--- src/rtl/id_ex_stage.sv ---
// MIPS decode stage and ID/EX pipeline register: splits the IF/ID word, bypasses
// a same-cycle WB write, detects load-use hazards and inserts bubbles on stall/flush.
module id_ex_stage #(
    parameter int CNT_W = 16
) (
    input  logic             clock_in,
    input  logic             reset,
    input  logic             id_valid,
    input  logic [31:0]      id_instr,
    input  logic [31:0]      id_pc4,
    output logic [4:0]       readReg1,
    output logic [4:0]       readReg2,
    input  logic [31:0]      readData1,
    input  logic [31:0]      readData2,
    input  logic             wb_regWrite,
    input  logic [4:0]       wb_writeReg,
    input  logic [31:0]      wb_writeData,
    input  logic             ex_flush,
    output logic             stall,
    output logic             ex_valid,
    output logic [31:0]      ex_pc4,
    output logic [31:0]      ex_opA,
    output logic [31:0]      ex_opB,
    output logic [31:0]      ex_imm,
    output logic [4:0]       ex_rs,
    output logic [4:0]       ex_rt,
    output logic [4:0]       ex_wreg,
    output logic [5:0]       ex_opcode,
    output logic [5:0]       ex_funct,
    output logic [4:0]       ex_shamt,
    output logic             ex_regWrite,
    output logic             ex_memRead,
    output logic             ex_memWrite,
    output logic [CNT_W-1:0] stall_count
);

    typedef struct packed {
        logic        valid;
        logic [31:0] pc4;
        logic [31:0] opA;
        logic [31:0] opB;
        logic [31:0] imm;
        logic [4:0]  rs;
        logic [4:0]  rt;
        logic [4:0]  wreg;
        logic [5:0]  opcode;
        logic [5:0]  funct;
        logic [4:0]  shamt;
        logic        regWrite;
        logic        memRead;
        logic        memWrite;
    } idex_t;

    idex_t            ex_q, ex_d, dec;
    logic [CNT_W-1:0] cnt_q, cnt_d;

    logic [5:0]  opcode;
    logic [4:0]  rs, rt, rd;
    logic [15:0] imm16;
    logic        uses_rt;

    assign opcode   = id_instr[31:26];
    assign rs       = id_instr[25:21];
    assign rt       = id_instr[20:16];
    assign rd       = id_instr[15:11];
    assign imm16    = id_instr[15:0];
    assign readReg1 = rs;
    assign readReg2 = rt;

    assign uses_rt = (opcode == 6'h00) || (opcode == 6'h2B) ||
                     (opcode == 6'h04) || (opcode == 6'h05);

    // Register file writes on the edge, so a same-cycle WB write must be forwarded here.
    function automatic logic [31:0] operand(input logic [4:0] r, input logic [31:0] rdata,
                                            input logic wen, input logic [4:0] wreg,
                                            input logic [31:0] wdata);
        if (r == 5'd0)               return 32'd0;
        else if (wen && wreg == r)   return wdata;
        else                         return rdata;
    endfunction

    always_comb begin
        dec        = '0;
        dec.valid  = id_valid;
        dec.pc4    = id_pc4;
        dec.opA    = operand(rs, readData1, wb_regWrite, wb_writeReg, wb_writeData);
        dec.opB    = operand(rt, readData2, wb_regWrite, wb_writeReg, wb_writeData);
        dec.rs     = rs;
        dec.rt     = rt;
        dec.opcode = opcode;
        dec.funct  = id_instr[5:0];
        dec.shamt  = id_instr[10:6];

        case (opcode)
            6'h0C, 6'h0D: dec.imm = {16'h0000, imm16};
            6'h0F:        dec.imm = {imm16, 16'h0000};
            default:      dec.imm = {{16{imm16[15]}}, imm16};
        endcase

        case (opcode)
            6'h00:   dec.wreg = rd;
            6'h03:   dec.wreg = 5'd31;
            default: dec.wreg = rt;
        endcase

        case (opcode)
            6'h00, 6'h03, 6'h08, 6'h0A, 6'h0C, 6'h0D, 6'h0F, 6'h23: dec.regWrite = id_valid;
            default:                                                dec.regWrite = 1'b0;
        endcase
        dec.memRead  = id_valid && (opcode == 6'h23);
        dec.memWrite = id_valid && (opcode == 6'h2B);
    end

    assign stall = id_valid && ex_q.valid && ex_q.memRead && (ex_q.wreg != 5'd0) &&
                   ((ex_q.wreg == rs) || (uses_rt && ex_q.wreg == rt)) && !ex_flush;

    // A bubble only needs its valid/control bits cleared; data fields are don't-care.
    always_comb begin
        ex_d  = dec;
        cnt_d = cnt_q;
        if (ex_flush || stall) begin
            ex_d.valid    = 1'b0;
            ex_d.regWrite = 1'b0;
            ex_d.memRead  = 1'b0;
            ex_d.memWrite = 1'b0;
        end
        if (stall && !(&cnt_q)) cnt_d = cnt_q + CNT_W'(1);
    end

    always_ff @(posedge clock_in or negedge reset) begin
        if (!reset) begin
            ex_q  <= '0;
            cnt_q <= '0;
        end else begin
            ex_q  <= ex_d;
            cnt_q <= cnt_d;
        end
    end

    assign ex_valid    = ex_q.valid;
    assign ex_pc4      = ex_q.pc4;
    assign ex_opA      = ex_q.opA;
    assign ex_opB      = ex_q.opB;
    assign ex_imm      = ex_q.imm;
    assign ex_rs       = ex_q.rs;
    assign ex_rt       = ex_q.rt;
    assign ex_wreg     = ex_q.wreg;
    assign ex_opcode   = ex_q.opcode;
    assign ex_funct    = ex_q.funct;
    assign ex_shamt    = ex_q.shamt;
    assign ex_regWrite = ex_q.regWrite;
    assign ex_memRead  = ex_q.memRead;
    assign ex_memWrite = ex_q.memWrite;
    assign stall_count = cnt_q;

endmodule

--- config.mk ---
export PLATFORM = sky130hd
export DESIGN_NAME = id_ex_stage
export DESIGN_NICKNAME = d
export VERILOG_FILES = /design/src/rtl/id_ex_stage.sv
export SDC_FILE = /design/constraint.sdc
export NUM_CORES = 1
export LEC_CHECK = 0
export ABC_AREA = 1
export ABC_CLOCK_PERIOD_IN_PS = 3500
export CORE_AREA = 2 2 140 142
export CTS_CLUSTER_DIAMETER = 200
export DETAILED_ROUTE_END_ITERATION = 8
export DIE_AREA = 0 0 142 144
export PLACE_DENSITY_LB_ADDON = 0.12
export SYNTH_ARGS = -nofsm -noshare
export SYNTH_HDL_FRONTEND = slang
export SYNTH_SLANG_ARGS = --single-unit
export TNS_END_PERCENT = 20
--- constraint.sdc ---
create_clock -name clock_in -period 3.5 [get_ports clock_in]
set_input_delay 1.05 -clock clock_in [delete_from_list [all_inputs] [get_ports clock_in]]
set_output_delay 1.05 -clock clock_in [all_outputs]
set_load 0.01 [all_outputs]
==> key figures, run 1 <==
Run status
  – Status: finished clean

Final layout
  – Final core utilization: 62.29%
  – Most common cell after layout, fill and taps aside: clkdlybuf4s50_1
  – Antenna cells: 0
  – Fill count: 1605
  – Net count, final: 1242
  – Share of cells above drive strength 1: 10.89%
  – Most frequent cells in the layout: clkdlybuf4s50_1 (350), dfrtp_1 (180), nand2_1 (133)
  – Area Growth Syn to Fin: 64.18%

STA
  – Final setup margin: 0.1079 ns
  – Layout Skew: 0.01245 ns
  – Final max-slew violation count: 0
  – TNS Setup: 0 ns
  – Final setup vio count: 0
  – Least-Margin Pin Slew: 0.6649 ns
  – Fin crit period: 3.392 ns
  – Relative slew slack: 55.68%
  – F_max: 0.2948 GHz
  – Final Cycle Share: 96.92%
  – Final Hold Violating Endpoints: 0

Worst setup path
  – Setup CP Type: primary input to primary output
  – Worst Reg2Reg Path Length in Cells: 7
  – Crit path launch type: primary input
  – R2R setup slack: 1.60 ns
  – Setup crit start: id_instr[17]
  – Crit path capture type: primary output
  – CP cell instances: clkdlybuf4s50_1 > nand2_1 > nand2_1 > nand2_1 > nor2_2 > nand3_2 > nand2_2 > nand2_1 > nor2_1 > buf_2
  – Worst reg2reg startpoint: stall_count[0]
  – Slowest cell delay on critical path: 0.50 ns
  – Reg2reg end: stall_count[15]
  – CP most frequent cell: nand2_1
  – Critical Path RT: 2.45 ns
  – CP max FO: 3
  – Slowest cell on the critical path: clkdlybuf4s50_1
  – Worst Path Arrival: 2.34 ns

Synth
  – Area contributors post-synth: dfrtp_1 (62%), nand4_1 (7.0%), nand2_1 (6.9%)
  – Post-Syn Instances: 691
  – Sequential element share of the synthesized area: 62.23%
  – Unique masters post-synth: 36
  – Post-synth top area share: 62.23%
  – Synth warnings: 0
  – Post-Syn Area: 7238 sq um
  – Synth Net Count: 862
  – Yosys top cell by area: dfrtp_1
  – Register bit total from synthesis: 180
  – Average cell area after synthesis: 10.47 sq um

Placement
  – DP HPWL: 18030 microns
  – Routability cong.: 0.8677
  – IO Port Bufs: 360
  – Post-Place Worst Slack: -0.4826 ns

Route
  – Routed WL: 24790 microns
  – Via count: 6477
  – Post-route ant nets: 0
  – Avg WL per Cell: 18.75 microns
  – First-pass DRT Iterations: 4
  – Drt drc: 0
  – 1st-iter DRT viols: 295
  – Post-DR vias/cell: 4.899

Power and ir drop
  – Sequential share of power: 44.6%
  – Comb power frac: 16.8%
  – Sw Share: 27.43%
  – PwrDens: 419.8 nW/um^2
  – Clock share of power: 38.6%
  – Net Switching: 1.368 mW
  – VDD IR max: 0.3390 mV
  – Lkg Pwr: 5.233 nW
  – P_int: 3.621 mW

Clock network
  – Later-pin clock latency in the skew report: 0.43 ns
  – Clock slew seen by the registers of the worst setup and hold paths: 0.07 ns
  – CTS Buf Count: 17
  – CTS tree: built
  – Max Root-Sink Buffers: 2
  – Clock root buffer: clkbuf_16
  – Clock sinks: 180
  – H-tree lvl count: 4

Flow run
  – Max_cap viols: 0

GRT
  – GRT Overall Usage: 24.18%
  – Initial antenna violation count: 0
  – GRT Residual Overflow: 0
  – First-pass GRT wire length: 37070 microns
  – Largest net degree at the start of global routing: 69
  – Vias in the first global route: 6284

Min path
  – Worst Hold End: stall_count[12]
  – Worst Hold Depth: 2
  – Class of the worst hold path: flop to flop
  – Hold_sp: stall_count[12]

Die
  – Horiz. Die Dim: 142 microns
  – Die Y: 144 microns
  – Cell row count: 51
  – IO Pins: 361
  – Die area: 20450 sq um
  – Core area: 19080 sq um
  – Starting Density: 37.94%
-- metrics by stage --
stage	hold slack (ns)	area (sq um)	total power [mW]	std cells
finish	0.5432	11880	4.989	1322
global route	0.5768	11880	5.204	1322
CTS	0.5494	11840	5.047	1319
detailed placement	0.5274	11220	3.107	1287
global placement	0.5230	11220	3.101	1287
floorplan	0.5439	7238	2.520	691
-- timing repair --
item	4_1_cts	5_1_grt
resized for setup	9	9
pin swaps	2	3
setup endpoints to repair	1	1
setup buffers	0	3
hold buffers	0	0
hold endpoints to repair	0	0
-- registers in the layout, summed over array words and instances, names as in the netlist --
register	count
ex_imm	32
ex_opA	32
ex_opB	32
ex_pc4	32
stall_count	16
ex_funct	6
ex_opcode	6
ex_rs	5
ex_rt	5
ex_shamt	5
ex_wreg	5
ex_memRead	1
ex_memWrite	1
ex_regWrite	1
ex_valid	1
-- power groups by stage --
stage / registers, mW / clock network (mW) / logic [mW]
floorplan: 2.33 / 0 / 0.191
global placement: 2.26 / 0 / 0.836
detailed placement: 2.27 / 0 / 0.841
CTS: 2.23 / 1.98 / 0.845
global route: 2.24 / 2.07 / 0.898
finish: 2.23 / 1.93 / 0.837
-- cells in the mapped netlist (all sizes together) --
library cell / instances
a211oi: 3
a21oi: 69
and3: 1
buf: 40
clkbuf: 7
clkinv: 2
dfrtp: 180
ha: 1
inv: 47
nand2: 139
nand3: 18
nand3b: 1
nand4: 83
nor2: 43
nor3: 8
nor4: 2
o211ai: 1
o21ai: 18
o22ai: 6
xnor2: 7
xor2: 15
-- metal layers --
metal	GRT usage, %	part of all wire, %	vias up	routed length (microns)
met5	0	0	-	0
met4	8.316	2.3	0	578
met3	7.450	8.1	33	2002
met2	40.66	50	257	12400
met1	29.70	40	3106	9806
li1	-	-	3081	-
-- worst max-delay path by stage --
stage                  to  slack (ns)
global placement    stall       -0.35
CTS                 stall        0.02
global route        stall       -0.02
floorplan           stall        0.58
finish              stall        0.11
detailed placement  stall       -0.48
-- final cells by class --
class	count	area (sq um)	share of cell area, %
repair buffers	408	3998	33.64
clock inverters	14	180.2	1.516
flip-flops and latches	180	4504	37.90
clock buffers	18	429.2	3.611
inverters	49	183.9	1.548
well taps	238	297.8	2.506
multi-input cells	415	2291	19.28
-- worst max-delay path, delay by kind of cell --
kind	cells	cell delay (ns)
simple gates	8	0.64
buf+inv	2	0.64
-- cells by family after synthesis --
| logic type | Yosys count | synth area share, % |
|---|---|---|
| AOI/OAI and AO/OA | 97 | 7.779 |
| xor gates and xnor gates | 22 | 2.662 |
| DFF | 180 | 62.23 |
| and+or+nand+nor | 295 | 20.35 |
| adders and majority gates | 1 | 0.1728 |
| buffers and inverters | 96 | 6.811 |
Power figures use the tool's default switching activity.
==> run 2, diff against run 1 <==
- ABC_CLOCK_PERIOD_IN_PS: 3500 -> not set
==> results of run 2 <==
Same layout as run 1: the final DEF is identical, and so are final timing and power.
